`config.mk`:
```
export PLATFORM = sky130hd
export DESIGN_NAME = draw_sprite_rect
export DESIGN_NICKNAME = d
export VERILOG_FILES = /design/src/rtl/draw_sprite_rect_pkg.sv /design/src/rtl/vga_bus_delay.sv /design/src/rtl/draw_sprite_rect.sv
export VERILOG_INCLUDE_DIRS = /design/src /design/src/rtl
export SDC_FILE = /design/constraint.sdc
export NUM_CORES = 1
export LEC_CHECK = 0
export CAP_MARGIN = 30
export CORE_AREA = 2 2 126 128
export DETAILED_ROUTE_END_ITERATION = 12
export DIE_AREA = 0 0 128 130
export PLACE_DENSITY = 0.57
export SLEW_MARGIN = 0
export SYNTH_ARGS = -nofsm -noshare
export SYNTH_HDL_FRONTEND = slang
export SYNTH_SLANG_ARGS = --single-unit
```
`constraint.sdc`:
```
create_clock -name pclk -period 5.6 [get_ports pclk]
set_clock_uncertainty 0.1 [all_clocks]
set_input_delay 1.12 -clock pclk [delete_from_list [all_inputs] [get_ports pclk]]
set_output_delay 1.12 -clock pclk [all_outputs]
set_load 0.03 [all_outputs]
```
`src/rtl/verilog_macro_bus.vh`:
```
// Shared VGA bus definitions: screen constants, bus width, field slices and
// merge/split helpers used by every draw stage in the video pipeline.
// Bus layout (MSB..LSB): hcount[10:0], vcount[10:0], hsync, vsync, hblnk,
// vblnk, rgb[11:0].
`ifndef VERILOG_MACRO_BUS_VH
`define VERILOG_MACRO_BUS_VH

// Screen geometry (800x600@60, 40 MHz pixel clock)
`define SCREEN_W        12'd800
`define SCREEN_H        12'd600
`define COORD_W         11
`define RGB_W           12

// Merged bus width and field positions
`define VGA_BUS_SIZE    38
`define VGA_HCOUNT_BITS 37:27
`define VGA_VCOUNT_BITS 26:16
`define VGA_HSYNC_BIT   15
`define VGA_VSYNC_BIT   14
`define VGA_HBLNK_BIT   13
`define VGA_VBLNK_BIT   12
`define VGA_RGB_BITS    11:0
`define VGA_CTRL_BITS   37:12

// Split helpers: extract one field from a merged bus
`define VGA_HCOUNT(BUS) BUS[`VGA_HCOUNT_BITS]
`define VGA_VCOUNT(BUS) BUS[`VGA_VCOUNT_BITS]
`define VGA_HSYNC(BUS)  BUS[`VGA_HSYNC_BIT]
`define VGA_VSYNC(BUS)  BUS[`VGA_VSYNC_BIT]
`define VGA_HBLNK(BUS)  BUS[`VGA_HBLNK_BIT]
`define VGA_VBLNK(BUS)  BUS[`VGA_VBLNK_BIT]
`define VGA_RGB(BUS)    BUS[`VGA_RGB_BITS]

// Merge helpers: build a bus from fields, or swap only the colour field
`define VGA_MERGE(HC, VC, HS, VS, HB, VB, RGB) {HC, VC, HS, VS, HB, VB, RGB}
`define VGA_MERGE_RGB(BUS, RGB) {BUS[`VGA_CTRL_BITS], RGB}

`endif

```
`src/rtl/draw_sprite_rect_pkg.sv`:
```
// Shared types and helpers for the draw_sprite_rect stage.
package draw_sprite_rect_pkg;

  // Compare width: one bit wider than the 11-bit coordinates so edge sums never wrap
  localparam int unsigned CMP_W = 12;

  // Width of the outline ring drawn when the border option is built in
  localparam logic [CMP_W-1:0] BORDER_PX = 12'd2;

  // Position handshake FSM encoding
  localparam logic [0:0] ST_EMPTY = 1'b0;
  localparam logic [0:0] ST_FULL  = 1'b1;

  // True when lo <= val < lo + len, evaluated at CMP_W bits
  function automatic logic in_span(
    input logic [CMP_W-1:0] val,
    input logic [CMP_W-1:0] lo,
    input logic [CMP_W-1:0] len
  );
    logic [CMP_W-1:0] hi;
    hi = lo + len;
    return (val >= lo) && (val < hi);
  endfunction

endpackage

```
`src/rtl/vga_bus_delay.sv`:
```
// Fixed-depth register pipeline for the merged VGA bus. Every bit is delayed
// by DEPTH clock cycles; reset clears all stages so the output reads zero.
module vga_bus_delay #(
  parameter int WIDTH = 38,
  parameter int DEPTH = 2
) (
  input  logic             pclk,
  input  logic             rst,
  input  logic [WIDTH-1:0] din,
  output logic [WIDTH-1:0] dout
);

  logic [WIDTH-1:0] stage_r [DEPTH];

  // Shift the bus one stage per clock; asynchronous clear of every stage
  always_ff @(posedge pclk or posedge rst) begin
    if (rst) begin
      for (int i = 0; i < DEPTH; i++) begin
        stage_r[i] <= '0;
      end
    end else begin
      stage_r[0] <= din;
      for (int i = 1; i < DEPTH; i++) begin
        stage_r[i] <= stage_r[i-1];
      end
    end
  end

  assign dout = stage_r[DEPTH-1];

endmodule

```
`src/rtl/draw_sprite_rect.sv`:
```
// Draws a solid rectangle over the incoming VGA bus. The rectangle position is
// loaded through a one-entry shadow register (valid/ready handshake) and only
// takes effect at the next vertical blanking rise, so a frame is never torn.
// All bus fields are delayed by two pixel clocks; only rgb is replaced.
// Option: define DRAW_RECT_BORDER_EN to draw BORDER_COLOR on the outer
// 2-pixel ring of the rectangle.
`include "verilog_macro_bus.vh"

module draw_sprite_rect
  import draw_sprite_rect_pkg::*;
#(
  parameter int          RECT_W       = 32,
  parameter int          RECT_H       = 48,
  parameter logic [11:0] RECT_COLOR   = 12'hF00,
  parameter logic [11:0] BORDER_COLOR = 12'hFFF
) (
  input  logic                     pclk,
  input  logic                     rst,
  input  logic [`VGA_BUS_SIZE-1:0] vga_in,
  output logic [`VGA_BUS_SIZE-1:0] vga_out,
  input  logic [`COORD_W-1:0]      xpos,
  input  logic [`COORD_W-1:0]      ypos,
  input  logic                     pos_valid,
  output logic                     pos_ready
);

  localparam logic [CMP_W-1:0] RW = CMP_W'(RECT_W);
  localparam logic [CMP_W-1:0] RH = CMP_W'(RECT_H);

  // Incoming bus fields, widened for no-wrap comparisons
  logic [CMP_W-1:0]    hcount_s;
  logic [CMP_W-1:0]    vcount_s;
  logic                hblnk_s;
  logic                vblnk_s;

  // Position handshake state
  logic [0:0]          state_r;
  logic [`COORD_W-1:0] shadow_x_r;
  logic [`COORD_W-1:0] shadow_y_r;
  logic [`COORD_W-1:0] active_x_r;
  logic [`COORD_W-1:0] active_y_r;
  logic                vblnk_prev_r;
  logic                vblnk_rise_s;
  logic                accept_s;

  // Hit detection and colour selection
  logic [CMP_W-1:0]    ax_s;
  logic [CMP_W-1:0]    ay_s;
  logic                on_screen_s;
  logic                hit_s;
  logic                edge_s;
  logic [11:0]         fill_color_s;

  // Two-stage colour pipeline aligned with the bus delay
  logic                fill_s1_r;
  logic [11:0]         color_s1_r;
  logic                fill_s2_r;
  logic [11:0]         color_s2_r;
  logic [`VGA_BUS_SIZE-1:0] bus_dly_s;

  assign hcount_s = {1'b0, `VGA_HCOUNT(vga_in)};
  assign vcount_s = {1'b0, `VGA_VCOUNT(vga_in)};
  assign hblnk_s  = `VGA_HBLNK(vga_in);
  assign vblnk_s  = `VGA_VBLNK(vga_in);

  assign ax_s = {1'b0, active_x_r};
  assign ay_s = {1'b0, active_y_r};

  assign pos_ready    = (state_r == ST_EMPTY);
  assign accept_s     = pos_valid && pos_ready;
  assign vblnk_rise_s = vblnk_s && !vblnk_prev_r;

  // Pass-through pipeline for every bus field
  vga_bus_delay #(
    .WIDTH (`VGA_BUS_SIZE),
    .DEPTH (2)
  ) u_vga_bus_delay (
    .pclk (pclk),
    .rst  (rst),
    .din  (vga_in),
    .dout (bus_dly_s)
  );

  // Position handshake: shadow fill on accept, commit to active on vblnk rise
  always_ff @(posedge pclk or posedge rst) begin
    if (rst) begin
      state_r      <= ST_EMPTY;
      shadow_x_r   <= '0;
      shadow_y_r   <= '0;
      active_x_r   <= '0;
      active_y_r   <= '0;
      vblnk_prev_r <= 1'b0;
    end else begin
      vblnk_prev_r <= vblnk_s;
      case (state_r)
        ST_EMPTY: begin
          if (accept_s) begin
            if (vblnk_rise_s) begin
              // Accept lands exactly on the frame boundary: use it now
              active_x_r <= xpos;
              active_y_r <= ypos;
            end else begin
              shadow_x_r <= xpos;
              shadow_y_r <= ypos;
              state_r    <= ST_FULL;
            end
          end
        end
        ST_FULL: begin
          if (vblnk_rise_s) begin
            active_x_r <= shadow_x_r;
            active_y_r <= shadow_y_r;
            state_r    <= ST_EMPTY;
          end
        end
        default: begin
          state_r <= ST_EMPTY;
        end
      endcase
    end
  end

  // Hit test against the committed position, clipped to the visible area
  always_comb begin
    on_screen_s = !hblnk_s && !vblnk_s &&
                  (hcount_s < `SCREEN_W) && (vcount_s < `SCREEN_H);
    hit_s       = on_screen_s &&
                  in_span(hcount_s, ax_s, RW) &&
                  in_span(vcount_s, ay_s, RH);
    // Outer ring: within BORDER_PX of any rectangle edge
    edge_s      = (hcount_s < (ax_s + BORDER_PX)) ||
                  ((hcount_s + BORDER_PX) >= (ax_s + RW)) ||
                  (vcount_s < (ay_s + BORDER_PX)) ||
                  ((vcount_s + BORDER_PX) >= (ay_s + RH));
  end

`ifdef DRAW_RECT_BORDER_EN
  // Outline colour on the outer ring, fill colour inside
  always_comb begin
    if (edge_s) begin
      fill_color_s = BORDER_COLOR;
    end else begin
      fill_color_s = RECT_COLOR;
    end
  end
`else
  // Whole rectangle in the fill colour; the ring test has no effect here
  logic unused_border_s;
  assign unused_border_s = ^{BORDER_COLOR, edge_s};

  // Solid fill colour for every hit pixel
  always_comb begin
    fill_color_s = RECT_COLOR;
  end
`endif

  // Carry the draw decision alongside the bus through both delay stages
  always_ff @(posedge pclk or posedge rst) begin
    if (rst) begin
      fill_s1_r  <= 1'b0;
      color_s1_r <= 12'h000;
      fill_s2_r  <= 1'b0;
      color_s2_r <= 12'h000;
    end else begin
      fill_s1_r  <= hit_s;
      color_s1_r <= fill_color_s;
      fill_s2_r  <= fill_s1_r;
      color_s2_r <= color_s1_r;
    end
  end

  // Replace rgb on hit pixels, pass everything else through untouched
  always_comb begin
    if (fill_s2_r) begin
      vga_out = `VGA_MERGE_RGB(bus_dly_s, color_s2_r);
    end else begin
      vga_out = bus_dly_s;
    end
  end

endmodule

```
==> results of run 1 <==
==> logic make-up after synthesis <==
kind of cell	count (synthesis)
AOI/OAI and AO/OA	66
xor gates and xnor gates	9
adders and majority gates	37
buffers and inverters	65
DFF	125
muxes	44
other	1
and+or+nand+nor	74
==> metal layers <==
layer  routed length, um  GRT usage (%)
met2                4480           18.9
met5                   0              0
met1                4610           16.4
met3                 486           4.35
met4                 102           4.65
==> cells in the mapped netlist, types with 3 or more instances <==
master    number
mux2_1         5
o21ai_0        8
nand2b_1       3
nand3_1       10
nand4_1        6
buf_4         26
mux2_2        17
mux2i_1       22
dfrtp_1      125
xnor2_1        8
a21o_1         5
nor2b_1       11
nor2_1        26
buf_2          4
ha_1          37
clkbuf_1       5
a21oi_1       43
nand2_1       10
inv_1         25
==> power by group through the flow <==
stage	combinational (W)	sequential (W)	clock, W
CTS	0.000521	0.00107	0.00112
finish	0.000515	0.00107	0.00110
detailed placement	0.000516	0.00109	0
global route	0.000589	0.00108	0.00117
floorplan	0.000378	0.00107	0
global placement	0.000498	0.00108	0
==> through the flow <==
| stage | utilization [%] | total power, W | hold slack (ns) | area (um^2) | worst slack [ns] |
|---|---|---|---|---|---|
| global placement | 40.8 | 0.00158 | 0.231 | 6290 | 2.27 |
| CTS | 44.8 | 0.00272 | 0.243 | 6910 | 2.30 |
| global route | 44.9 | 0.00284 | 0.246 | 6930 | 2.23 |
| floorplan | - | 0.00144 | 0.231 | 5250 | 1.05 |
| finish | 44.9 | 0.00268 | 0.239 | 6930 | 2.33 |
| detailed placement | 40.9 | 0.00160 | 0.235 | 6310 | 2.22 |
==> cell type report <==
class,count,area share (%)
sequential,125,45.1
clock buffer,19,6.25
multi-input combinational,231,25.6
clock inverter,13,2.40
tap,192,3.47
inverter,29,1.61
timing repair buffer,106,15.5
==> worst min path at each step <==
stage,end,slack (ns),startpoint,depth (start not counted)
2_1_floorplan,color_s2_r[8]$_DFF_PP0_,0.23,color_s1_r[8]$_DFF_PP0_,0
3_3_place_gp,u_vga_bus_delay.dout[26]$_DFF_PP0_,0.23,u_vga_bus_delay.stage_r[64]$_DFF_PP0_,0
3_5_place_dp,u_vga_bus_delay.dout[18]$_DFF_PP0_,0.23,u_vga_bus_delay.stage_r[56]$_DFF_PP0_,0
4_1_cts,u_vga_bus_delay.dout[24]$_DFF_PP0_,0.24,u_vga_bus_delay.stage_r[62]$_DFF_PP0_,0
5_1_grt,u_vga_bus_delay.dout[24]$_DFF_PP0_,0.25,u_vga_bus_delay.stage_r[62]$_DFF_PP0_,0
6_report,u_vga_bus_delay.dout[24]$_DFF_PP0_,0.24,u_vga_bus_delay.stage_r[62]$_DFF_PP0_,0
==> cells in the final DEF (no fill, tap or decap), drive strengths merged, types with 2 or more instances in the layout <==
master         count
dfrtp            125
clkinvlp           3
nand3             10
o211ai             2
buf                5
inv               29
clkdlybuf4s50    101
mux2              22
nand2b             3
nor2b             11
ha                37
bufinv             3
nand4b             2
a21oi             43
nand2             11
o21ai              8
o311ai             2
nor2              26
clkbuf            19
mux2i             22
a211oi             2
nand4              6
a21o               5
clkinv             7
xnor2              8
==> worst max-delay path, stage by stage, from the launching register on <==
cell and delay [ns]:
dfrtp_1 0.77, buf_16 0.23, inv_2 0.05, clkdlybuf4s50_1 0.60
==> sequential cells by signal (all words and copies together), names as in the netlist <==
signal	flops
u_vga_bus_delay.dout	38
u_vga_bus_delay.stage_r	38
active_x_r	11
active_y_r	11
shadow_x_r	11
shadow_y_r	11
color_s1_r	1
color_s2_r	1
fill_s1_r	1
fill_s2_r	1
state_r	1
==> impl_metrics.ini, run 1 <==
[run_status]
outcome = completed

[place]
hpwl_um = 7220
dp.cells = 682
gp_congestion = 0.782
port_buffers = 101

[worst_setup_path]
worstPathRequired_ns = 4.38
r2r-start = active_y_r[4]$_DFFE_PP0P_
worstSetupEndpoint = pos_ready
path_class = register to primary output
startpoint_type = register
ff2ff_setup_slack_ns = 3.19
critPathMaxFanout = 14
critPathLaunch = state_r$_DFF_PP0_
end_kind = primary output
r2r_cells = 10
r2r-end = fill_s1_r$_DFF_PP0_
arrival_ns = 2.05

[floorplan]
coreArea_um2 = 15400
start_util_pct = 34.0
row_count = 46
die_y_um = 130
die_w_um = 128
io_pins = 102
dieArea_um2 = 16600

[yosys]
synth_adder_area_share_pct = 8.82
synthTopCellsByArea = dfrtp_1, ha_1, mux2i_1, a21oi_1, buf_4
synth_cells = 421
synth_area_um2 = 5250
syn-num-nets = 521
ys_ff_latch = 125
synth_top_cell_by_area = dfrtp_1
ys_seq_area_share_pct = 59.6
ys.warnings.count = 0
synth_top_family_by_area = multiplexers
synth_xor_area_share_pct = 1.50
synthSimpleGateAreaFrac_pct = 7.11
synth_top_area_share_pct = 59.6
synth_mux_area_share_pct = 8.92
synth.avg_cell_area_um2 = 12.5
post_synth_num_cell_types = 39
synth-async-reset-ratio_pct = 100
synth-compound-area-share_pct = 7.35
synth_edf_count = 0
synthFlopType = dfrtp_1

[pwr]
seq_power_share_pct = 39.9
peakVddDrop_uv = 211
p_leak_nw = 3.14
p_sw_share_pct = 26.7
combinationalPowerShare_pct = 19.2
p_sw_w = 0.000717
p_int_w = 0.00196
powerDensity_nw_per_um2 = 387
pwr-share-clk_pct = 40.9

[route]
via_per_inst = 4.45
wl_um = 9680
wl_per_cell_um = 13.5
ant_nets = 0
first_pass_iters = 4
num_vias = 3182
dr.first_iter.drc_count = 137
drc_errors = 0

[final_layout]
fillers = 1384
drive_gt1_share_pct = 11.5
syn2layout_area_growth_pct = 32.1
stdcell_count = 715
diodes = 0
nets = 610
multi_input_area_um2 = 1770
seq_area_um2 = 3130

[sta]
period_share_pct = 58.3
max_slew.worst_pin.slew_ns = 0.668
fmax_mhz = 306
hold_viol_final = 0
setup-tns-final_ns = 0
final-max-slew-violation-count = 0
relSlewSlack_pct = 55.5
setup_viol = 0
finalCriticalPeriod_ns = 3.27
rsz0062_at_grt = no

[clock_network]
cts_hold_buf = 0
post_cts_buffers = 0
clkTransAtPathRegs_ns = 0.06
cts.sinks = 125
cts_resized = 0
h-tree-depth = 4
root_buffer = clkbuf_16
numCtsBuffers = 17
cts_tree = built
clockBufferDepth = 2
clock_latency_ns = 0.40

[flow_run]
maxCapViolCount = 0

[global_routing]
grt_pass1_wl_um = 15900
grt_max_degree = 56
grt_pass1_vias = 3262
grt_overflow_total = 0
grt_usage_pct = 12.4
antenna_found_initial = 0

[hold_path]
min_path_type = register to register
Power figures use the tool's default switching activity.
==> inputs of run 2 (changes only) <==
--- a/config.mk
+++ b/config.mk
@@ -10,7 +10,7 @@
 export CORE_AREA = 2 2 126 128
 export DETAILED_ROUTE_END_ITERATION = 12
 export DIE_AREA = 0 0 128 130
-export PLACE_DENSITY = 0.57
+export PLACE_DENSITY = 0.59
 export SLEW_MARGIN = 0
 export SYNTH_ARGS = -nofsm -noshare
 export SYNTH_HDL_FRONTEND = slang
==> constraint.sdc (replaced) <==
create_clock -name pclk -period 2.9 [get_ports pclk]
set_clock_uncertainty 0.1 [all_clocks]
set_input_delay 0.58 -clock pclk [delete_from_list [all_inputs] [get_ports pclk]]
set_output_delay 0.58 -clock pclk [all_outputs]
set_load 0.03 [all_outputs]
==> run 2 against run 1 <==
Sequential share of layout area increased by 0.13 points. Final cell count is 0.14% lower. Non-clock buffer count shrank 1. Highest routed layer unchanged.
==> impl_metrics.ini, run 2 (synthesis gave the netlist of run 1 again) <==
[final_layout]
final_cell_mix = dfrtp_1, clkdlybuf4s50_1, a21oi_1, ha_1, nor2_1
final_util_pct = 44.8
diodes = 0
final_area_um2 = 6910
nets = 609
drive_gt1_share_pct = 11.3
syn2layout_area_growth_pct = 31.7
final_common_cell = dfrtp_1
fillers = 1402
seq_area_um2 = 3130
stdcell_count = 714
multi_input_area_um2 = 1770

[clock_network]
post_cts_buffers = 0
clockBufferDepth = 2
cts_hold_buf = 0
clock_latency_ns = 0.41
root_buffer = clkbuf_16
numCtsBuffers = 17
cts_resized = 0
clkTransAtPathRegs_ns = 0.05
cts_tree = built
cts.sinks = 125
h-tree-depth = 4

[sta]
fmax_mhz = 379
hold_viol_final = 0
max_slew.worst_pin.slew_ns = 0.639
rsz0062_at_grt = no
setup-tns-final_ns = 0
final-max-slew-violation-count = 0
relSlewSlack_pct = 57.4
period_share_pct = 90.9
finalCriticalPeriod_ns = 2.64
setup_viol = 0

[floorplan]
io_pins = 102
row_count = 46
dieArea_um2 = 16600
die_y_um = 130
coreArea_um2 = 15400
start_util_pct = 34.0
die_w_um = 128

[pwr]
p_sw_w = 0.00138
combinationalPowerShare_pct = 19.6
pwr-share-clk_pct = 40.9
p_leak_nw = 3.14
p_sw_share_pct = 26.4
peakVddDrop_uv = 403
seq_power_share_pct = 39.5
powerDensity_nw_per_um2 = 753
p_int_w = 0.00383

[place]
port_buffers = 101
hpwl_um = 7260
dp.cells = 682
placed_area_um2 = 6310
gp_congestion = 0.893

[run_status]
outcome = completed

[global_routing]
grt_pass1_vias = 3438
grt_pass1_wl_um = 16700
antenna_found_initial = 0
grt_max_degree = 126
grt_usage_pct = 13.1
grt_overflow_total = 0

[worst_setup_path]
arrival_ns = 1.96
startpoint_type = register
path_class = register to primary output
worstPathRequired_ns = 2.22
end_kind = primary output
critPathMaxFanout = 13

[route]
wl_per_cell_um = 14.0
first_pass_iters = 6
dr.first_iter.drc_count = 165
num_vias = 3299
wl_um = 9970
ant_nets = 0
via_per_inst = 4.62
drc_errors = 0

[hold_path]
min_path_type = register to register

[flow_run]
maxCapViolCount = 0
## run 2: power groups by stage
| stage | Combinational (W) | Sequential [W] | Clock, W |
|---|---|---|---|
| final | 0.00102 | 0.00206 | 0.00213 |
| after global routing | 0.00114 | 0.00209 | 0.00227 |
| after detailed placement | 0.00102 | 0.00209 | 0 |
| after floorplan | 0.000730 | 0.00206 | 0 |
| after CTS | 0.00103 | 0.00206 | 0.00219 |
| after global placement | 0.000979 | 0.00208 | 0 |
## run 2: metrics by stage
step           hold slack, ns  worst slack [ns]  power [W]
6_report                0.245             0.263    0.00521
3_3_place_gp            0.231             0.360    0.00306
2_1_floorplan           0.231             0.681    0.00279
3_5_place_dp            0.235             0.341    0.00311
5_1_grt                 0.250            0.0839    0.00550
4_1_cts                 0.247             0.231    0.00527
## run 2: metal layers
| metal | GRT usage, % | vias up | part of all wire [%] |
|---|---|---|---|
| met5 | 0 | - | 0 |
| met4 | 8.40 | 0 | 2.7 |
| met3 | 4.51 | 20 | 5.4 |
| met2 | 19.7 | 97 | 46 |
| met1 | 16.1 | 1589 | 46 |
| li1 | - | 1593 | - |
## run 2: critical path, cell delays in order (launching register included)
cell and delay [ns]:
dfrtp_1 0.58, nand2_1 0.16, o21ai_0 0.11, clkdlybuf4s50_1 0.70
## run 2: worst paths after layout
kind | start | cells past startpoint | slack, ns | endpoint
setup / recovery | fill_s2_r$_DFF_PP0_ | 3 | 0.26 | vga_out[8]
hold / removal | u_vga_bus_delay.stage_r[51]$_DFF_PP0_ | 0 | 0.24 | u_vga_bus_delay.dout[13]$_DFF_PP0_
setup reg to reg | active_y_r[4]$_DFFE_PP0P_ | 10 | 0.50 | fill_s1_r$_DFF_PP0_
hold reg to reg | u_vga_bus_delay.stage_r[51]$_DFF_PP0_ | 0 | 0.24 | u_vga_bus_delay.dout[13]$_DFF_PP0_
max in group asynchronous | rst | 3 | 1.62 | u_vga_bus_delay.stage_r[65]$_DFF_PP0_
min in group asynchronous | rst | 3 | 0.61 | u_vga_bus_delay.dout[2]$_DFF_PP0_
## run 2: layout make-up
| type | count | area share [%] |
|---|---|---|
| clock inverter | 11 | 2.03 |
| timing repair buffer | 105 | 15.2 |
| inverter | 29 | 1.63 |
| clock buffer | 21 | 6.66 |
| multi-input combinational | 231 | 25.7 |
| sequential | 125 | 45.3 |
| tap | 192 | 3.48 |
==> inputs of run 3 (changes only) <==
--- a/config.mk
+++ b/config.mk
@@ -7,10 +7,12 @@
 export NUM_CORES = 1
 export LEC_CHECK = 0
 export CAP_MARGIN = 30
-export CORE_AREA = 2 2 126 128
+export CELL_PAD_IN_SITES_DETAIL_PLACEMENT = 0
+export CELL_PAD_IN_SITES_GLOBAL_PLACEMENT = 2
+export CORE_AREA = 5 5 137 139
 export DETAILED_ROUTE_END_ITERATION = 12
-export DIE_AREA = 0 0 128 130
-export PLACE_DENSITY = 0.59
+export DIE_AREA = 0 0 142 144
+export PLACE_DENSITY = 0.74
 export SLEW_MARGIN = 0
 export SYNTH_ARGS = -nofsm -noshare
 export SYNTH_HDL_FRONTEND = slang
==> run 3 against run 2 <==
Total power down 7.0%. Critical path depth is the same. Register-to-register slack about the same. Sequential power hardly changed. Final cell count rose by 4.6%. Critical endpoint is now vga_out[11]. Sequential cell count unchanged. Utilization fell by 5.6 points.
==> impl_metrics.ini, run 3 (synthesis gave the netlist of run 1 again) <==
[flow_run]
maxCapViolCount = 0

[pwr]
p_sw_w = 0.00128
p_sw_share_pct = 26.4
combinationalPowerShare_pct = 20.6
p_leak_nw = 3.10
pwr-share-clk_pct = 36.9
p_int_w = 0.00356
peakVddDrop_uv = 310
powerDensity_nw_per_um2 = 704
seq_power_share_pct = 42.6

[clock_network]
cts_resized = 0
cts_hold_buf = 0
clkTransAtPathRegs_ns = 0.05
clock_latency_ns = 0.41
clockBufferDepth = 2
cts.sinks = 125
h-tree-depth = 4
numCtsBuffers = 17
cts_tree = built
post_cts_buffers = 0
root_buffer = clkbuf_16

[final_layout]
diodes = 0
final_util_pct = 39.2
nets = 610
syn2layout_area_growth_pct = 31.0
drive_gt1_share_pct = 10.2
final_area_um2 = 6870
fillers = 1717
final_cell_mix = dfrtp_1, clkdlybuf4s50_1, a21oi_1, ha_1, nor2_1
stdcell_count = 747
final_common_cell = dfrtp_1

[global_routing]
grt_overflow_total = 0
grt_pass1_wl_um = 17200
grt_pass1_vias = 3376
grt_max_degree = 71
antenna_found_initial = 0
grt_usage_pct = 10.8

[floorplan]
io_pins = 102
row_count = 49
start_util_pct = 29.9
coreArea_um2 = 17500
die_w_um = 142
die_y_um = 144
dieArea_um2 = 20400

[place]
gp_congestion = 0.812
hpwl_um = 7800
pre_cts_ws_ns = 0.275
dp.cells = 720
port_buffers = 101
placed_area_um2 = 6370

[worst_setup_path]
r2r-start = active_y_r[4]$_DFFE_PP0P_
end_kind = primary output
crit_path_top_delay_cell = clkdlybuf4s50_1
critPathLaunch = fill_s2_r$_DFF_PP0_
worstPathRequired_ns = 2.22
path_cells = nand2_1 > o21ai_0 > clkdlybuf4s50_1
critPathMaxStageDelay_ns = 0.70
critPathMaxFanout = 13
path_class = register to primary output
startpoint_type = register
arrival_ns = 1.96

[sta]
layout_setup_ws_ns = 0.260
period_share_pct = 91.0
rsz0062_at_grt = no
hold_viol_final = 0
setup_viol = 0
finalCriticalPeriod_ns = 2.64
setup-tns-final_ns = 0
fmax_mhz = 379
final-max-slew-violation-count = 0

[route]
via_per_inst = 4.25
ant_nets = 0
wl_per_cell_um = 13.6
num_vias = 3178
drc_errors = 0
first_pass_iters = 4
dr.first_iter.drc_count = 145
wl_um = 10200

[hold_path]
min_path_type = register to register
min-delay-start = u_vga_bus_delay.stage_r[60]$_DFF_PP0_

[run_status]
outcome = completed
-- run 3: cell count changes in the layout (fill, tap and decap cells not counted) --
cell        change
buf_12          +1
bufinv_16       -3
clkbuf_1        +2
clkbuf_8        +1
clkinv_2        -2
clkinv_4        -1
clkinvlp_4      -1
inv_6           -1
-- run 3: layout make-up --
class                      count  area [um^2]  share of cell area [%]
tap                          229          287                    4.17
sequential                   125         3130                    45.5
multi-input combinational    231         1770                    25.8
timing repair buffer         106         1070                    15.6
clock buffer                  24          482                    7.01
inverter                      29          113                    1.64
clock inverter                 3         15.0                   0.218
-- run 3: worst paths after layout --
| path | cells past startpoint | endpoint | slack, ns |
|---|---|---|---|
| worst max register to register | 10 | fill_s1_r$_DFF_PP0_ | 0.50 |
| max in group asynchronous | 3 | u_vga_bus_delay.dout[20]$_DFF_PP0_ | 1.86 |
| min in group asynchronous | 3 | u_vga_bus_delay.dout[30]$_DFF_PP0_ | 0.53 |
| worst min-delay path | 0 | u_vga_bus_delay.dout[22]$_DFF_PP0_ | 0.24 |
| worst max-delay path | 3 | vga_out[11] | 0.26 |
| worst min register to register | 0 | u_vga_bus_delay.dout[22]$_DFF_PP0_ | 0.24 |
-- run 3: metal layers --
| layer | vias up | global-route usage (%) | share of wire (%) |
|---|---|---|---|
| met5 | - | 0 | 0 |
| met4 | 0 | 4.39 | 1.6 |
| met3 | 15 | 4.23 | 6.5 |
| met2 | 79 | 16.6 | 46 |
| met1 | 1500 | 13.8 | 46 |
| li1 | 1584 | - | - |
-- run 3: stage by stage --
| step | hold WS, ns | power (W) |
|---|---|---|
| 3_3_place_gp | 0.232 | 0.00308 |
| 4_1_cts | 0.244 | 0.00493 |
| 6_report | 0.243 | 0.00484 |
| 2_1_floorplan | 0.231 | 0.00279 |
| 5_1_grt | 0.249 | 0.00517 |
| 3_5_place_dp | 0.235 | 0.00310 |
-- run 3: power by group through the flow --
stage                     clock network, W  logic, W  registers (W)
after global placement                   0  0.000998        0.00208
after detailed placement                 0   0.00101        0.00209
after global routing               0.00194   0.00114        0.00209
final                              0.00178  0.000996        0.00206
after floorplan                          0  0.000730        0.00206
after CTS                          0.00185   0.00101        0.00207
-- run 3: worst max-delay path, delay by kind of cell, from the launching register on --
| family | cells | cell delay, ns |
|---|---|---|
| AO/OA/AOI/OAI | 1 | 0.11 |
| buffers and inverters | 1 | 0.70 |
| flip-flops | 1 | 0.58 |
| AND/OR/NAND/NOR | 1 | 0.17 |
